[config.mk]
export PLATFORM = sky130hd
export DESIGN_NAME = mdu_divider
export DESIGN_NICKNAME = d
export VERILOG_FILES = /design/src/rtl/mdu_divider.sv
export SDC_FILE = /design/constraint.sdc
export NUM_CORES = 1
export LEC_CHECK = 0
export CORE_MARGIN = 2
export CORE_UTILIZATION = 60
export CTS_BUF_LIST = sky130_fd_sc_hd__clkbuf_8
export DETAILED_ROUTE_END_ITERATION = 6
export PLACE_DENSITY_LB_ADDON = 0.3
export SLEW_MARGIN = 40
export SYNTH_ARGS = -nofsm -noshare
export SYNTH_HDL_FRONTEND = slang
export SYNTH_SLANG_ARGS = --single-unit
export TNS_END_PERCENT = 30
[constraint.sdc]
create_clock -name clk -period 8.38 [get_ports clk]
set_clock_uncertainty 0.2 [all_clocks]
set_input_delay 1.676 -clock clk [delete_from_list [all_inputs] [get_ports clk]]
set_output_delay 1.676 -clock clk [all_outputs]
set_load 0.05 [all_outputs]
[src/rtl/mdu_divider.sv]
// mdu_divider: iterative restoring divider for RV64M DIV/DIVU/REM/REMU.
// Computes one quotient bit per cycle. Divide-by-zero and signed overflow
// finish on a one-cycle fast path. busy/done are decodes of the state register.
module mdu_divider #(
    parameter int XLEN = 64
) (
    input  logic            clk,
    input  logic            rst,
    input  logic            start,
    input  logic [1:0]      div_op,
    input  logic [XLEN-1:0] alu_op1,
    input  logic [XLEN-1:0] alu_op2,
    input  logic            flush,
    output logic            busy,
    output logic            done,
    output logic [XLEN-1:0] result
);

    localparam int CW = $clog2(XLEN) + 1;
    localparam logic [XLEN-1:0] ONE      = {{(XLEN-1){1'b0}}, 1'b1};
    localparam logic [XLEN-1:0] ALL_ONES = {XLEN{1'b1}};
    localparam logic [XLEN-1:0] MOST_NEG = {1'b1, {(XLEN-1){1'b0}}};
    localparam logic [CW-1:0]   LAST_CNT = CW'(XLEN - 1);

    typedef enum logic [1:0] {
        S_IDLE,
        S_CALC,
        S_DONE
    } state_t;

    state_t          state_q, state_d;
    logic            is_rem_q, is_rem_d;
    logic            neg_quo_q, neg_quo_d;
    logic            neg_rem_q, neg_rem_d;
    logic [XLEN-1:0] rem_q, rem_d;
    logic [XLEN-1:0] quo_q, quo_d;
    logic [XLEN-1:0] dvs_q, dvs_d;
    logic [CW-1:0]   cnt_q, cnt_d;
    logic [XLEN-1:0] result_q, result_d;

    // Combinational helpers for operand conditioning and one shift-subtract step
    logic            is_signed;
    logic            op1_neg;
    logic            op2_neg;
    logic [XLEN-1:0] mag1;
    logic [XLEN-1:0] mag2;
    logic [XLEN:0]   rem_shift;
    logic [XLEN:0]   trial;
    logic            fits;
    logic [XLEN-1:0] rem_next;
    logic [XLEN-1:0] quo_next;
    logic [XLEN-1:0] quo_final;
    logic [XLEN-1:0] rem_final;

    // Next-state and datapath: accept in IDLE, iterate in CALC, retire in DONE
    always_comb begin
        state_d   = state_q;
        is_rem_d  = is_rem_q;
        neg_quo_d = neg_quo_q;
        neg_rem_d = neg_rem_q;
        rem_d     = rem_q;
        quo_d     = quo_q;
        dvs_d     = dvs_q;
        cnt_d     = cnt_q;
        result_d  = result_q;

        // The dividend's sign tells REM which way to negate; unsigned ops never negate.
        is_signed = ~div_op[0];
        op1_neg   = is_signed & alu_op1[XLEN-1];
        op2_neg   = is_signed & alu_op2[XLEN-1];
        mag1      = op1_neg ? (~alu_op1 + ONE) : alu_op1;
        mag2      = op2_neg ? (~alu_op2 + ONE) : alu_op2;

        // The shifted remainder can be one bit wider than XLEN, so compare at XLEN+1 bits.
        // Because rem < divisor holds between steps, bit XLEN of the difference is its sign.
        rem_shift = {rem_q, quo_q[XLEN-1]};
        trial     = rem_shift - {1'b0, dvs_q};
        fits      = ~trial[XLEN];
        rem_next  = fits ? trial[XLEN-1:0] : rem_shift[XLEN-1:0];
        quo_next  = {quo_q[XLEN-2:0], fits};
        quo_final = neg_quo_q ? (~quo_next + ONE) : quo_next;
        rem_final = neg_rem_q ? (~rem_next + ONE) : rem_next;

        unique case (state_q)
            S_IDLE: begin
                if (start && !flush) begin
                    is_rem_d  = div_op[1];
                    neg_quo_d = op1_neg ^ op2_neg;
                    neg_rem_d = op1_neg;
                    quo_d     = mag1;
                    dvs_d     = mag2;
                    rem_d     = '0;
                    cnt_d     = '0;
                    if (alu_op2 == '0) begin
                        result_d = div_op[1] ? alu_op1 : ALL_ONES;
                        state_d  = S_DONE;
                    end else if (is_signed && alu_op1 == MOST_NEG && alu_op2 == ALL_ONES) begin
                        result_d = div_op[1] ? '0 : MOST_NEG;
                        state_d  = S_DONE;
                    end else begin
                        state_d  = S_CALC;
                    end
                end
            end
            S_CALC: begin
                if (flush) begin
                    state_d = S_IDLE;
                end else begin
                    rem_d = rem_next;
                    quo_d = quo_next;
                    cnt_d = cnt_q + 1'b1;
                    if (cnt_q == LAST_CNT) begin
                        result_d = is_rem_q ? rem_final : quo_final;
                        state_d  = S_DONE;
                    end
                end
            end
            S_DONE: begin
                state_d = S_IDLE;
            end
            default: begin
                state_d = S_IDLE;
            end
        endcase
    end

    // State and datapath registers with synchronous reset
    always_ff @(posedge clk) begin
        if (rst) begin
            state_q   <= S_IDLE;
            is_rem_q  <= 1'b0;
            neg_quo_q <= 1'b0;
            neg_rem_q <= 1'b0;
            rem_q     <= '0;
            quo_q     <= '0;
            dvs_q     <= '0;
            cnt_q     <= '0;
            result_q  <= '0;
        end else begin
            state_q   <= state_d;
            is_rem_q  <= is_rem_d;
            neg_quo_q <= neg_quo_d;
            neg_rem_q <= neg_rem_d;
            rem_q     <= rem_d;
            quo_q     <= quo_d;
            dvs_q     <= dvs_d;
            cnt_q     <= cnt_d;
            result_q  <= result_d;
        end
    end

    assign busy   = (state_q == S_CALC);
    assign done   = (state_q == S_DONE);
    assign result = result_q;

endmodule

* Word-level counts from Yosys, hierarchy flattened
Cells that the tools add are included.
** Storage, ports and cells
- Register bits :: 268
- Bits of input ports :: 134
- Output and inout bits :: 66
** Cells by class
- $add $sub $neg :: 6
- Equal/unequal tests :: 10
- Mux-type cells :: 29
- Bitwise gates (word level) :: 9
- Reductions and logical operators :: 11
** Operators by type and width (number)
- 64-bit two-way mux :: 17
- 64-bit case mux with 2 select lines :: 3
- 64-bit by 1-bit adder with 64-bit output, second input constant :: 4
- 64-bit inverter :: 4
- 64-bit == test, second input constant :: 2
- 65-bit by 64-bit subtractor with 65-bit output :: 1
- 64-bit zero test :: 1
- 7-bit two-way mux :: 2
- 7-bit case mux with 2 select lines :: 1
- 2-bit two-way mux :: 5
- 7-bit by 1-bit adder with 7-bit output, second input constant :: 1
- 7-bit by 6-bit == test with 1-bit output, second input constant :: 1
- 5-bit AND reduction :: 1
- 2-bit != test, second input constant :: 2
- 2-bit case mux with 2 select lines :: 1
- 2-bit AND reduction :: 2
- 1-bit logical AND :: 3
- 3-bit by 2-bit != test with 1-bit output, second input constant :: 1
- 3-bit != test, second input constant :: 1
- 3-bit AND reduction :: 1
- 1-bit AND :: 2
- 2-bit by 1-bit == test with 1-bit output, second input constant :: 1
- 2-bit == test, second input constant :: 1
- 2-bit zero test :: 1
- other kinds (5) :: 6

* Longest topological paths before layout
- Depth after elaboration :: 9
- Mapped depth :: 30
- Gate-level depth less buffers :: 24

* Worst setup path after synthesis
OpenSTA, ideal clock, no wires.
- Kind :: register to register
- From :: reg quo_q[63]
- To :: reg result_q[56] (netlist: result[56])
- Library setup time :: 86 ps
- Arrival :: 5816 ps
- Required time :: 8094 ps
- Path slack :: 2279 ps
- Stages on the path, launching flop included :: 29
- Buffers on the path :: 6
- Cell sequence :: dfxtp_1 > inv_1 > ha_1 > fa_1 > nor2b_1 > o31a_2 > o21ai_4 > a2111oi_4 > o311a_1 > nor3_4 > inv_2 > buf_2 > buf_2 > buf_2 > buf_2 > clkbuf_1 > buf_2 > o21ai_0 > inv_1 > ha_1 > nand3b_1 > nor4_1 > o31ai_1 > o41a_1 > or4_4 > o41ai_2 > xor2_1 > nand3_1 > a211oi_1
** On the way
- Cells in the longest elaborated chain, start to end :: 9
** Ends and longest elaborated chain
- start: declaration :: line 36 : logic [XLEN-1:0] quo_q, quo_d;
- start signal: assignment :: line 145 : quo_q <= quo_d;
- 65-bit by 64-bit subtractor with 65-bit output :: line 77 : trial = rem_shift - {1'b0, dvs_q};
- 64-bit two-way mux / 1-bit inverter (equally long branches) :: line 79, 78
- 64-bit inverter, on equally long branches :: line 82, 81
- 64-bit by 1-bit adder with 64-bit output, on equally long branches :: line 82, 81
- 64-bit two-way mux, on equally long branches :: line 82, 81
- 64-bit two-way mux (*) :: line 113 : result_d = is_rem_q ? rem_final : quo_final;
- 64-bit two-way mux (*) :: line 112 : if (cnt_q == LAST_CNT) begin
- 64-bit two-way mux (*) :: line 106 : if (flush) begin
- 64-bit case mux with 2 select lines (*) :: line 84 : unique case (state_q)
- end signal: assignment :: line 148 : result_q <= result_d;
- end: declaration :: line 39 : logic [XLEN-1:0] result_q, result_d;
Every way passes the cells marked *; elsewhere a longest branch is shown, timed or not. The select of a mux whose other input is x is not followed.
A chain may end at the register's enable or synchronous reset.

* Final worst setup path
- From :: reg rem_q[45]
- To :: reg result_q[57] (netlist: result[57])
** On the way
- Cells in the longest elaborated chain, start to end :: 9
** Ends and longest elaborated chain
- start: declaration :: line 35 : logic [XLEN-1:0] rem_q, rem_d;
- start signal: assignment :: line 144 : rem_q <= rem_d;
- 65-bit by 64-bit subtractor with 65-bit output :: line 77
- 64-bit two-way mux / 1-bit inverter (equally long branches) :: line 79, 78
- 64-bit inverter, on equally long branches :: line 82, 81
- 64-bit by 1-bit adder with 64-bit output, on equally long branches :: line 82, 81
- 64-bit two-way mux, on equally long branches :: line 82, 81
- 64-bit two-way mux (*) :: line 113
- 64-bit two-way mux (*) :: line 112
- 64-bit two-way mux (*) :: line 106
- 64-bit case mux with 2 select lines (*) :: line 84
Marks and branches as above.

==> flow_summary_export.csv <==
group,metric,value,unit
place,port_buffers,199,
worst_setup_path,setup.worst_path.start_class,"flop",
worst_setup_path,path_cells,"ha_1, nand2_1, o21ai_0, a211oi_1, a21oi_1, o311a_1, buf_4, nor3_4, inv_2, buf_4, nand3_1, a221oi_2, nand2_1, o41ai_1, xor2_1, a21oi_1, a2111oi_1",
detailed_routing,route.detailed.drc,3,
sta,tightest_slew,0.906,ns
run,max_cap_violations,0,
sta,hold_viol_final,0,
sta,period_share,78.5,%
cts,cts_setup_buffers,0,
synth,synth_top_family_by_area,"compound AO/OA/AOI/OAI gates",
sta,rsz0062_at_grt,"no",
worst_hold_path,min_path_type,"flop to flop",
synth,synth_warnings,0,
global_route,grt_pass1_vias,26073,
cts,cts-resized-gates,0,
power,cellLeakagePower,9.67,nW
synth,synth_top_cell_area_share,22.6,%
cts,cts_tree,"yes",
detailed_routing,via_per_inst,7.15,
run_status,violations,"design-rule violations",
detailed_routing,postRouteAntennaNets,0,
cts,clk_latency,0.68,ns
cts,htreeDepth,2,
synth,synth_compound_area_share,31.3,%
layout,fin_cells,3981,
synth,synth.distinct_cells,100,
power,ir_worst_vdd,0.000124,V
sta,slew_headroom,38.8,%
global_route,antenna_found_initial,3,
synth,yosysSeqAreaShare,22.6,%
synth,synth_ff_type,"dfxtp_1",
worst_setup_path,cp_slowest_cell,"buf_4",
cts,clock-root-buffer,"clkbuf_8",
sta,clock.fmax,152,MHz
layout,area_growth,13.0,%
synth,synth-simple-area-share,26.2,%
synth,syn_avg_cell_area,7.04,sq um
worst_setup_path,critPathCaptureType,"flop",
synth,synthXorXnorAreaFrac,8.94,%
sta,finalSetupTns,0,ns
synth,synth_edf_count,0,
cts,clock-sinks,268,
place,place_inst,3898,
detailed_routing,first_pass_iters,7,
synth,yosys.area_share.adder,3.78,%
floorplan,core,38800,sq um
global_route,grt_max_degree,128,
floorplan,die_area,41100,sq um
layout,nNetsFinal,3635,
synth,synth_area_leaders,"dfxtp_1 (23%), nor2_1 (6.8%), a21oi_1 (6.1%), o21ai_0 (5.5%), nand2_1 (5.2%)",
global_route,grt_pass1_wl,150,mm
run_status,status,"finished, violations left",
floorplan,die_w,203,microns
synth,postSynth.asyncResetShare,0,%
floorplan,fp.dieH,203,microns
cts,cts_hold_buf,0,
floorplan,rows,72,
power,power_density,140,nW/um^2
synth,ys_ff_latch,268,
global_route,track_usage,46.4,%
synth,synth.area.mux_share,1.85,%
global_route,overflow,0,
synth,synthesis.area,23700,sq um
sta,maxSlewViolCount,0,
layout,drive_gt1_share,5.52,%
synth,synthesis.nets,3573,
synth,synthCells,3368,
floorplan,ios,200,
place,gp_congestion,1.05,
synth,synth_top_cell_by_area,"dfxtp_1",
cts,clk_pin_slew,0.06,ns
cts,cts_buffers,48,
place,dp_hpwl,74.5,mm
sta,setup_viol,0,
worst_setup_path,cp_max_fo,72,
synth,ys_top_cells_by_count,"nor2_1 (430), nand2_1 (331), a21oi_1 (290)",
detailed_routing,num_vias,28447,
detailed_routing,drt_iter0_drc,4645,
worst_setup_path,slowest_delay,0.68,ns
worst_setup_path,path_class,"flop to flop",
detailed_routing,wl,98.7,mm
floorplan,initial_core_util,61.1,%
synth,yosysMostFrequentCell,"nor2_1",
cts,clk_path_buf_depth,3,
worst_setup_path,cp.arrival,6.93,ns
detailed_routing,post_drt_wl_per_cell,24.8,microns
worst_setup_path,crit_required,8.73,ns
sta,min_period,6.58,ns
==> path summary, 6_finish.rpt <==
path	cells past startpoint	endpoint	slack, ns	from
worst max-delay path	17	result[57]	1.80	rem_q[45]
worst min-delay path	2	dvs_q[60]	0.26	dvs_q[60]
worst max register to register	17	result[57]	1.80	rem_q[45]
worst min register to register	2	dvs_q[60]	0.26	dvs_q[60]
==> layer usage <==
metal | part of all wire, % | vias up | global-route usage [%]
li1 | - | 12550 | -
met1 | 37 | 13149 | 60.2
met2 | 42 | 2252 | 70.2
met3 | 14 | 492 | 12.8
met4 | 6.4 | 4 | 24.6
met5 | 0.023 | - | 0
==> per-stage QoR <==
| step | power, mW | util, % | instance area, sq um | setup slack (ns) | hold WS [ns] |
|---|---|---|---|---|---|
| floorplan | 2.06 | - | 23700 | 2.28 | 0.232 |
| global placement | 2.41 | 66.3 | 25800 | 1.54 | 0.241 |
| detailed placement | 2.43 | 66.5 | 25800 | 1.29 | 0.253 |
| CTS | 3.68 | 68.9 | 26800 | 1.94 | 0.264 |
| global route | 3.87 | 69.0 | 26800 | 1.43 | 0.289 |
| finish | 3.74 | 69.0 | 26800 | 1.80 | 0.263 |
==> cell families (layout without fill, tap and decap cells) <==
logic type	after synthesis	after routing
muxes	43	43
DFF	268	268
buffers and inverters	316	410
and+or+nand+nor	1298	1298
AOI/OAI and AO/OA	1130	1130
other	0	1
xor gates and xnor gates	242	242
adders and majority gates	71	71
==> where the power goes <==
| group | total, mW | internal (mW) | leakage [nW] | switching (mW) |
|---|---|---|---|---|
| logic | 1.06 | 0.354 | 6.95 | 0.704 |
| registers | 1.40 | 1.33 | 2.18 | 0.0724 |
| clock network | 1.28 | 0.659 | 0.533 | 0.625 |
| total | 3.74 | 2.34 | 9.67 | 1.40 |
==> area by class of cell <==
class / count / area [sq um]
diodes: 1 / 2.50
fillers: 3200 / 12000
repair buffers: 234 / 2280
clock inverters: 24 / 149
clock buffers: 58 / 798
well taps: 518 / 648
multi-input cells: 2784 / 17200
inverters: 94 / 353
flip-flops and latches: 268 / 5370
==> critical path: cells and delay by family (launching register included) <==
kind / cells / cell delay, ns
flip-flops: 1 / 0.38
buffers and inverters: 3 / 1.34
adder cells (fa/ha/maj): 1 / 0.48
XOR/XNOR: 1 / 0.27
AO/OA/AOI/OAI: 8 / 3.03
AND/OR/NAND/NOR: 4 / 0.71
==> registers in the layout, summed over array words and instances (netlist names) <==
name,cells
cnt_q,7
dvs_q,64
is_rem_q,1
neg_quo_q,1
neg_rem_q,1
quo_q,64
rem_q,64
result,64
state_q,2
==> cell usage in the layout, fill, tap and decap left out, types with 109 or more instances in the layout <==
cell type / n
nand2_1: 331
xor2_1: 124
xnor2_1: 118
nor3_1: 112
clkdlybuf4s50_1: 198
a211oi_1: 109
a21oi_1: 290
o21ai_0: 261
dfxtp_1: 266
nor2_1: 428
Power figures use the tool's default switching activity.
